--- config.mk ---
export PLATFORM = sky130hd
export DESIGN_NAME = line_buffer_7x7
export DESIGN_NICKNAME = d
export VERILOG_FILES = /design/src/rtl/line_buffer_pkg.sv /design/src/rtl/line_buffer_7x7_fifo.sv /design/src/rtl/line_buffer_7x7.sv
export SDC_FILE = /design/constraint.sdc
export NUM_CORES = 1
export LEC_CHECK = 0
export CORE_ASPECT_RATIO = 1.75
export CORE_MARGIN = 10
export CORE_UTILIZATION = 45
export DETAILED_ROUTE_END_ITERATION = 10
export GPL_TIMING_DRIVEN = 0
export PLACE_DENSITY_LB_ADDON = 0.2
export SYNTH_ARGS = -nofsm -noshare
export SYNTH_HDL_FRONTEND = slang
export SYNTH_SLANG_ARGS = --single-unit
export TNS_END_PERCENT = 20
--- constraint.sdc ---
create_clock -name clk -period 1.94 [get_ports clk]
set_clock_uncertainty 0.1 [all_clocks]
set_input_delay 0.582 -clock clk [delete_from_list [all_inputs] [get_ports clk]]
set_output_delay 0.582 -clock clk [all_outputs]
set_load 0.02 [all_outputs]
--- src/rtl/line_buffer_pkg.sv ---
// Shared types for the 7-row line buffer.
// Holds pixel width, window height and FSM state encoding.
package line_buffer_pkg;

   localparam int PIX_W = 8;
   localparam int WIN_H = 7;

   typedef logic [PIX_W-1:0] pixel_t;

   typedef enum logic [1:0] {
      ST_FILL   = 2'd0,
      ST_STREAM = 2'd1,
      ST_FLUSH  = 2'd2
   } lb_state_e;

endpackage

--- src/rtl/line_buffer_7x7_fifo.sv ---
// One image-row delay line: DEPTH-stage shift register.
// Contents are not reset; the parent masks stale data.
module line_fifo
   import line_buffer_pkg::*;
#(
   parameter int DEPTH = 9
) (
   input  logic   clk,
   input  logic   en,
   input  pixel_t d,
   output pixel_t q
);

   pixel_t mem_q [DEPTH];
   pixel_t mem_d [DEPTH];

   // shift one stage toward the tail when a pixel is accepted
   always_comb begin
      mem_d = mem_q;
      if (en) begin
         mem_d[0] = d;
         for (int i = 1; i < DEPTH; i++) begin
            mem_d[i] = mem_q[i-1];
         end
      end
   end

   // storage register, no reset needed
   always_ff @(posedge clk) begin
      mem_q <= mem_d;
   end

   assign q = mem_q[DEPTH-1];

endmodule

--- src/rtl/line_buffer_7x7.sv ---
// Seven-row line buffer feeding a 7x7 window buffer.
// Define LINE_BUFFER_ZERO_PAD_EN to emit zero-padded columns from row 0.
module line_buffer_7x7
   import line_buffer_pkg::*;
#(
   parameter int COLS = 9,
   parameter int ROWS = 9
) (
   input  logic   clk,
   input  logic   rst,
   input  logic   done_i,
   input  pixel_t data_i,
   output pixel_t S1_o,
   output pixel_t S2_o,
   output pixel_t S3_o,
   output pixel_t S4_o,
   output pixel_t S5_o,
   output pixel_t S6_o,
   output pixel_t S7_o,
   output logic   done_o,
   output logic   progress_done_o
);

   localparam int CW = (COLS > 1) ? $clog2(COLS) : 1;
   localparam int RW = (ROWS > 1) ? $clog2(ROWS) : 1;
   localparam int NL = WIN_H - 1;

   logic [CW-1:0] col_q, col_d;
   logic [RW-1:0] row_q, row_d;
   lb_state_e     state_q, state_d;
   pixel_t        s_q [WIN_H];
   pixel_t        s_d [WIN_H];
   logic          done_q, done_d;
   logic          prog_q, prog_d;

   pixel_t fifo_in  [NL];
   pixel_t fifo_out [NL];
   pixel_t tap      [WIN_H];

   logic col_last;
   logic row_last;
   logic frame_end;
   logic row6_start;

   // six delay lines in series; tap[0] is the oldest row
   for (genvar g = 0; g < NL; g++) begin : g_line
      if (g == 0) begin : g_head
         assign fifo_in[g] = data_i;
      end else begin : g_link
         assign fifo_in[g] = fifo_out[g-1];
      end
      line_fifo #(
         .DEPTH (COLS)
      ) u_fifo (
         .clk (clk),
         .en  (done_i),
         .d   (fifo_in[g]),
         .q   (fifo_out[g])
      );
      assign tap[NL-1-g] = fifo_out[g];
   end
   assign tap[WIN_H-1] = data_i;

   assign col_last   = (col_q == CW'(COLS - 1));
   assign row_last   = (row_q == RW'(ROWS - 1));
   assign frame_end  = done_i && col_last && row_last;
   assign row6_start = (row_q == RW'(NL)) && (col_q == '0);

   // raster position counters, advancing on accepted pixels
   always_comb begin
      col_d = col_q;
      row_d = row_q;
      if (done_i) begin
         if (col_last) begin
            col_d = '0;
            row_d = row_last ? '0 : row_q + 1'b1;
         end else begin
            col_d = col_q + 1'b1;
         end
      end
   end

   // frame phase: filling, streaming, or emitting the last column
   always_comb begin
      state_d = state_q;
      unique case (state_q)
         ST_FILL: begin
            if (frame_end) begin
               state_d = ST_FLUSH;
            end else if (done_i && row6_start) begin
               state_d = ST_STREAM;
            end
         end
         ST_STREAM: begin
            if (frame_end) begin
               state_d = ST_FLUSH;
            end
         end
         ST_FLUSH: begin
            state_d = ST_FILL;
         end
         default: begin
            state_d = ST_FILL;
         end
      endcase
   end

`ifdef LINE_BUFFER_ZERO_PAD_EN
   // every pixel emits a column; rows above the frame read as zero
   always_comb begin
      s_d    = s_q;
      done_d = 1'b0;
      prog_d = 1'b0;
      if (done_i) begin
         done_d = 1'b1;
         prog_d = frame_end;
         for (int k = 0; k < WIN_H; k++) begin
            s_d[k] = (int'(row_q) >= NL - k) ? tap[k] : '0;
         end
      end
   end
`else
   logic stream_px;
   assign stream_px = (state_q == ST_STREAM) || row6_start;

   // emit a column only once six full rows are buffered
   always_comb begin
      s_d    = s_q;
      done_d = 1'b0;
      prog_d = 1'b0;
      if (done_i && stream_px) begin
         done_d = 1'b1;
         prog_d = frame_end;
         for (int k = 0; k < WIN_H; k++) begin
            s_d[k] = tap[k];
         end
      end
   end
`endif

   // control and output registers
   always_ff @(posedge clk or negedge rst) begin
      if (!rst) begin
         col_q   <= '0;
         row_q   <= '0;
         state_q <= ST_FILL;
         done_q  <= 1'b0;
         prog_q  <= 1'b0;
         for (int k = 0; k < WIN_H; k++) begin
            s_q[k] <= '0;
         end
      end else begin
         col_q   <= col_d;
         row_q   <= row_d;
         state_q <= state_d;
         done_q  <= done_d;
         prog_q  <= prog_d;
         s_q     <= s_d;
      end
   end

   assign S1_o            = s_q[0];
   assign S2_o            = s_q[1];
   assign S3_o            = s_q[2];
   assign S4_o            = s_q[3];
   assign S5_o            = s_q[4];
   assign S6_o            = s_q[5];
   assign S7_o            = s_q[6];
   assign done_o          = done_q;
   assign progress_done_o = prog_q;

endmodule

==> impl_metrics.tcl, run 1 <==
set metrics [dict create \
    yosysSeqAreaShare_pct 92.5 \
    vdd_ir_drop_max_v 0.000794 \
    finalNetCount 769 \
    firstDrtPassIters 4 \
    fmax_ghz 0.528 \
    run_status "finished, final reports clean" \
    grt_pass1_vias 6426 \
    ys_ff_latch 500 \
    io_pins 69 \
    netlist_area_mm2 0.0159 \
    rr_startpoint "col_q[1]" \
    crit_path_end_kind "flip-flop" \
    yosys-top-cells-count "edfxtp_1, dfrtp_1, mux2_4" \
    wl_mm 23.0 \
    std_cell_rows 90 \
    cts.sinks 500 \
    reg2regPathDepth 7 \
    cp_max_fo 10 \
    yosys_most_used_dff "edfxtp_1" \
    syn_nets 629 \
    whs_endpoint "g_line[3].u_fifo.mem_q[53]" \
    dp_hpwl_mm 11.6 \
    drt-vias-per-instance 4.79 \
    synth.most_common_cell "edfxtp_1" \
    synth_cell_types 25 \
    drc 0 \
    cts.htree.levels 2 \
    dieWidth_um 162 \
    ff2ff_setup_slack_ns 0.05 \
    fillers 2688 \
    cts_buffers 45 \
    maxSlewViolCount 0 \
    clkTransAtPathRegs_ns 0.07 \
    core_area_mm2 0.0347 \
    final_hold_viol_count 0 \
    numPortBuffers 68 \
    synth_area_leaders "edfxtp_1, dfrtp_1, mux2_4" \
    grt_pass1_wl_mm 36.8 \
    wire_per_inst_um 18.4 \
    async_reset_ff_share_pct 13.6 \
    period_needed_ns 1.89 \
    start_util_pct 45.7 \
    yosysTopAreaCell "edfxtp_1" \
    synth_top_area_share_pct 81.8 \
    ant_nets 0 \
    grt_max_degree 107 \
    holdPathStages 0 \
    syn_inst 613 \
    hold_path_class "reg2reg" \
    dieArea_mm2 0.0434 \
    clk_path_buf_depth 3 \
    grtUsageTotal_pct 10.8 \
    timing.hold.ws_ns 0.310 \
    synth.avg_cell_area_um2 25.9 \
    cap_violations 0 \
    antenna_found_initial 0 \
    crit_type "reg2reg" \
    syn_to_final_growth_pct 19.7 \
    post-place-ws_ns -1.67 \
    fin_crit_sh_pct 97.6 \
    final-setup-viol-count 0 \
    dieHeight_um 268 \
    grt_overflow 0 \
    vias 5991 \
    p_per_area_mw_per_mm2 1290 \
    drtIter0Drc 406 \
    num_antenna_cells 0 \
    fin_ws_ns 0.0472 \
    yosysWarnings 0 \
    routabilityCongestion 0.681 \
    required_ns 2.26 \
    final_util_pct 54.7 \
    p_leak_uw 0.00697 \
    slew_headroom_pct 63.9 \
    hp-start "g_line[3].u_fifo.mem_q[61]" \
    cts_tree "built" \
    cp.arrival_ns 2.22 \
    drive_gt1_share_pct 28.1 \
    root_buffer "clkbuf_16" \
    worstReg2RegEnd "S1_o[4]" \
    synth_edf_count 432 \
    clock_latency_ns 0.56 \
    worstMarginPinSlew_ns 0.542 \
    worstSetupStartpointType "flip-flop" \
]
-- critical path, stage by stage, from the launching register on --
cell and delay (ns):
dfrtp_1 0.41, inv_2 0.10, ha_4 0.17, nand3b_4 0.10
o21ai_4 0.21, buf_12 0.20, buf_12 0.16, mux2_4 0.30
-- sequential cells by signal, indices dropped and copies added, names as in the netlist --
register / cells
S4_o: 8
S1_o: 8
S7_o: 8
row_q: 4
progress_done_o: 1
S2_o: 8
S6_o: 8
state_q: 2
S5_o: 8
g_line.u_fifo.mem_q: 384
S3_o: 8
done_o: 1
g_line.u_fifo.q: 48
col_q: 4
-- power breakdown --
part / switching, µW / internal (µW)
sequential: 497 / 12800
clock: 3690 / 4900
combinational: 1340 / 1260
-- cells by family after synthesis --
family                     Yosys count  share of synthesized area (%)
and+or+nand+nor                     26                           1.15
DFF                                500                           92.5
buffers and inverters               12                          0.710
AOI/OAI and AO/OA                   14                          0.560
adders and majority gates            5                          0.394
muxes                               56                           4.66
-- cell usage in the layout, fill, tap and decap left out, types with 3 or more instances in the layout --
cell and instances:
clkbuf_16 47, buf_2 3, clkbuf_8 8, buf_4 13, clkdlybuf4s50_1 8, clkdlybuf4s15_1 3
clkbuf_2 27, buf_12 5, nand2_1 8, clkdlybuf4s15_2 25, clkinv_2 11, o21ai_0 10
mux2_2 27, clkbuf_1 13, edfxtp_1 432, nor2_1 3, bufbuf_16 7, inv_2 3
mux2_4 29, ha_1 3, dfrtp_1 67, nand3_1 5, buf_16 6
-- metal layers --
layer  share of wire [%]  GRT usage (%)
met4                 3.3           4.54
met3                 5.0           2.97
met5                   0              0
met1                  44           14.2
met2                  48           16.7
-- what timing repair did --
action,in CTS,in global routing
resized for setup,157,33
cloned,9,0
pin swaps,1,2
endpoints found under the setup margin,260,61
hold buffers,1,0
buffers inserted,7,6
hold endpoints to repair,35,0
-- cell type report --
type	count	area, µm²	share of cell area [%]
tap	460	576	3.03
multi-input combinational	101	1100	5.79
inverter	5	18.8	0.0989
timing repair buffer	93	1050	5.56
sequential	500	14700	77.3
clock inverter	16	109	0.574
clock buffer	68	1340	7.03
buffer	7	110	0.580
-- metrics by stage --
step / TNS (ns) / instances / total power, µW / area (µm²)
floorplan: 0 / 613 / 14700 / 15900
global placement: -6582.29 / 1141 / 16300 / 17100
detailed placement: -213.78 / 1145 / 16200 / 17200
CTS: -0.0311 / 1246 / 24900 / 19100
global route: -0.0155 / 1250 / 25500 / 19000
finish: 0 / 1250 / 24500 / 19000
-- how the worst max path moves through the flow --
stage | startpoint | to | slack (ns) | cells after the start
after floorplan | col_q[0] | S2_o[0] | 0.13 | 7
after global placement | done_i | S3_o[1] | -14.43 | 6
after detailed placement | done_i | S4_o[0] | -1.67 | 8
after CTS | S4_o[3] | S4_o[3] | -0.03 | 1
after global routing | col_q[1] | S1_o[3] | -0.005 | 7
final | col_q[1] | S1_o[4] | 0.05 | 7
(Power assumes the default switching activity.)
==> run 2: changes to the inputs <==
--- a/config.mk
+++ b/config.mk
@@ -7,7 +7,7 @@
 export LEC_CHECK = 0
 export CORE_ASPECT_RATIO = 1.75
 export CORE_MARGIN = 10
-export CORE_UTILIZATION = 45
+export CORE_UTILIZATION = 53
 export DETAILED_ROUTE_END_ITERATION = 10
 export GPL_TIMING_DRIVEN = 0
 export PLACE_DENSITY_LB_ADDON = 0.2
==> run 2 against run 1 <==
Via count grew 1.6%; design area rose by 0.38%; register-to-register slack worse by 0.04 ns; hold slack got worse by 0.062 ns; power grew 0.10%; fmax fell by 2.2%; critical endpoint is now S4_o[4].
==> impl_metrics.tcl, run 2 (synthesis results as in run 1) <==
set metrics [dict create \
    fmax_ghz 0.517 \
    met3_usage_pct 2.76 \
    dieArea_mm2 0.0375 \
    core_area_mm2 0.0295 \
    firstDrtPassIters 5 \
    grt_max_degree 73 \
    largest_reg_flops 384 \
    use_met2_pct 19.6 \
    grt_pass1_vias 6437 \
    grt_overflow 0 \
    layout_common_cells "edfxtp_1, dfrtp_1, clkbuf_16" \
    gr-max-usage-layer "met2" \
    clkTransAtPathRegs_ns 0.07 \
    maxSlewViolCount 0 \
    slew_headroom_pct 62.8 \
    clkPwrFrac_pct 35.0 \
    p_leak_uw 0.00704 \
    period_needed_ns 1.93 \
    rsz0062_at_grt "yes" \
    power_switching_uw 5460 \
    p_int_uw 19000 \
    grt_pass1_wl_mm 37.7 \
    cts.htree.levels 2 \
    antenna_found_initial 0 \
    drtIter0Drc 412 \
    num_antenna_cells 0 \
    numPortBuffers 68 \
    required_ns 2.26 \
    worstMarginPinSlew_ns 0.557 \
    finalNetCount 770 \
    wire_per_inst_um 20.1 \
    final_hold_viol_count 0 \
    cts_buffers 43 \
    top_register "g_line.u_fifo.mem_q" \
    fin_crit_sh_pct 99.7 \
    cp.arrival_ns 2.26 \
    seqPwrFrac_pct 54.2 \
    hold_path_class "in2reg" \
    io_pins 69 \
    swShare_pct 22.3 \
    fin_ws_ns 0.00536 \
    post-place-cells 1067 \
    routabilityCongestion 0.718 \
    vias 6089 \
    use_met1_pct 17.9 \
    clk_path_buf_depth 3 \
    layoutNonFillerInstCount 1170 \
    ant_nets 0 \
    crit_path_end_kind "flip-flop" \
    root_buffer "clkbuf_16" \
    final_util_pct 64.6 \
    cts.sinks 500 \
    timing.hold.ws_ns 0.248 \
    post-place-ws_ns -2.14 \
    final-setup-viol-count 0 \
    syn_to_final_growth_pct 20.1 \
    drive_gt1_share_pct 23.4 \
    drt-vias-per-instance 5.20 \
    dieWidth_um 151 \
    clock_latency_ns 0.53 \
    cap_violations 0 \
    std_cell_rows 83 \
    cp_max_fo 5 \
    layout_commonest_cell "edfxtp_1" \
    worstSetupStartpointType "flip-flop" \
    cts_tree "built" \
    dieHeight_um 249 \
    crit_type "reg2reg" \
    dp_hpwl_mm 11.7 \
    start_util_pct 53.8 \
    drc 0 \
    grtUsageTotal_pct 12.8 \
    p_per_area_mw_per_mm2 1290 \
    vdd_ir_drop_max_v 0.000868 \
    run_status "finished, final reports clean" \
    wl_mm 23.5 \
    pwr-share-comb_pct 10.8 \
]
run 2: path summary, 6_finish.rpt:
path	from	slack [ns]	endpoint	depth (start not counted)
setup / recovery	col_q[1]	0.005	S4_o[4]	7
hold / removal	done_i	0.25	g_line[4].u_fifo.q[0]	1
setup reg to reg	col_q[1]	0.005	S4_o[4]	7
max in group asynchronous	rst	0.66	S4_o[0]	3
min in group asynchronous	rst	0.47	S2_o[7]	2
hold reg to reg	g_line[3].u_fifo.mem_q[52]	0.31	g_line[3].u_fifo.mem_q[44]	0
run 2: final cells by class:
type	instances	area [µm²]
Buffer	7	123
Clock buffer	62	1230
Clock inverter	17	195
Fill cell	1960	10400
Inverter	5	18.8
Multi-Input combinational cell	101	1100
Sequential cell	500	14700
Tap cell	382	478
Timing Repair Buffer	96	1230
run 2: worst max-delay path, cell delays in order, from the launching register on:
cell,delay [ns]
dfrtp_1,0.42
inv_2,0.10
ha_4,0.17
nand3b_4,0.10
o21ai_4,0.22
buf_12,0.15
bufbuf_16,0.27
mux2_4,0.30
run 2: metal layers:
| layer | wire [µm] | vias to the layer above | share of wire (%) |
|---|---|---|---|
| met5 | 0 | - | 0 |
| met4 | 562 | 0 | 2.4 |
| met3 | 974 | 41 | 4.1 |
| met2 | 11500 | 143 | 49 |
| met1 | 10500 | 3204 | 45 |
| li1 | - | 2701 | - |
run 2: repair_timing:
item | 4_1_cts | 5_1_grt
gates cloned | 12 | 0
setup endpoints to repair | 339 | 46
endpoints found under the hold margin | 36 | 0
resized for setup | 126 | 27
hold buffers | 1 | 0
pin swaps | 1 | 1
setup buffers | 8 | 4
run 2: per-stage QoR:
step                      instance area, µm²  power [µW]  setup TNS [ns]
after floorplan                        15900       14700               0
after global placement                 17000       16300        -6544.31
after detailed placement               17100       16200         -377.89
after CTS                              19100       24900       -0.000462
after global routing                   19000       25500           -1.23
final                                  19000       24500               0
run 2: power by group through the flow:
stage	logic, µW	clock network [µW]	registers (µW)
4_1_cts	2710	8880	13300
5_1_grt	2850	9290	13400
2_1_floorplan	814	0	13900
3_5_place_dp	2680	0	13500
6_report	2630	8580	13300
3_3_place_gp	2550	0	13700
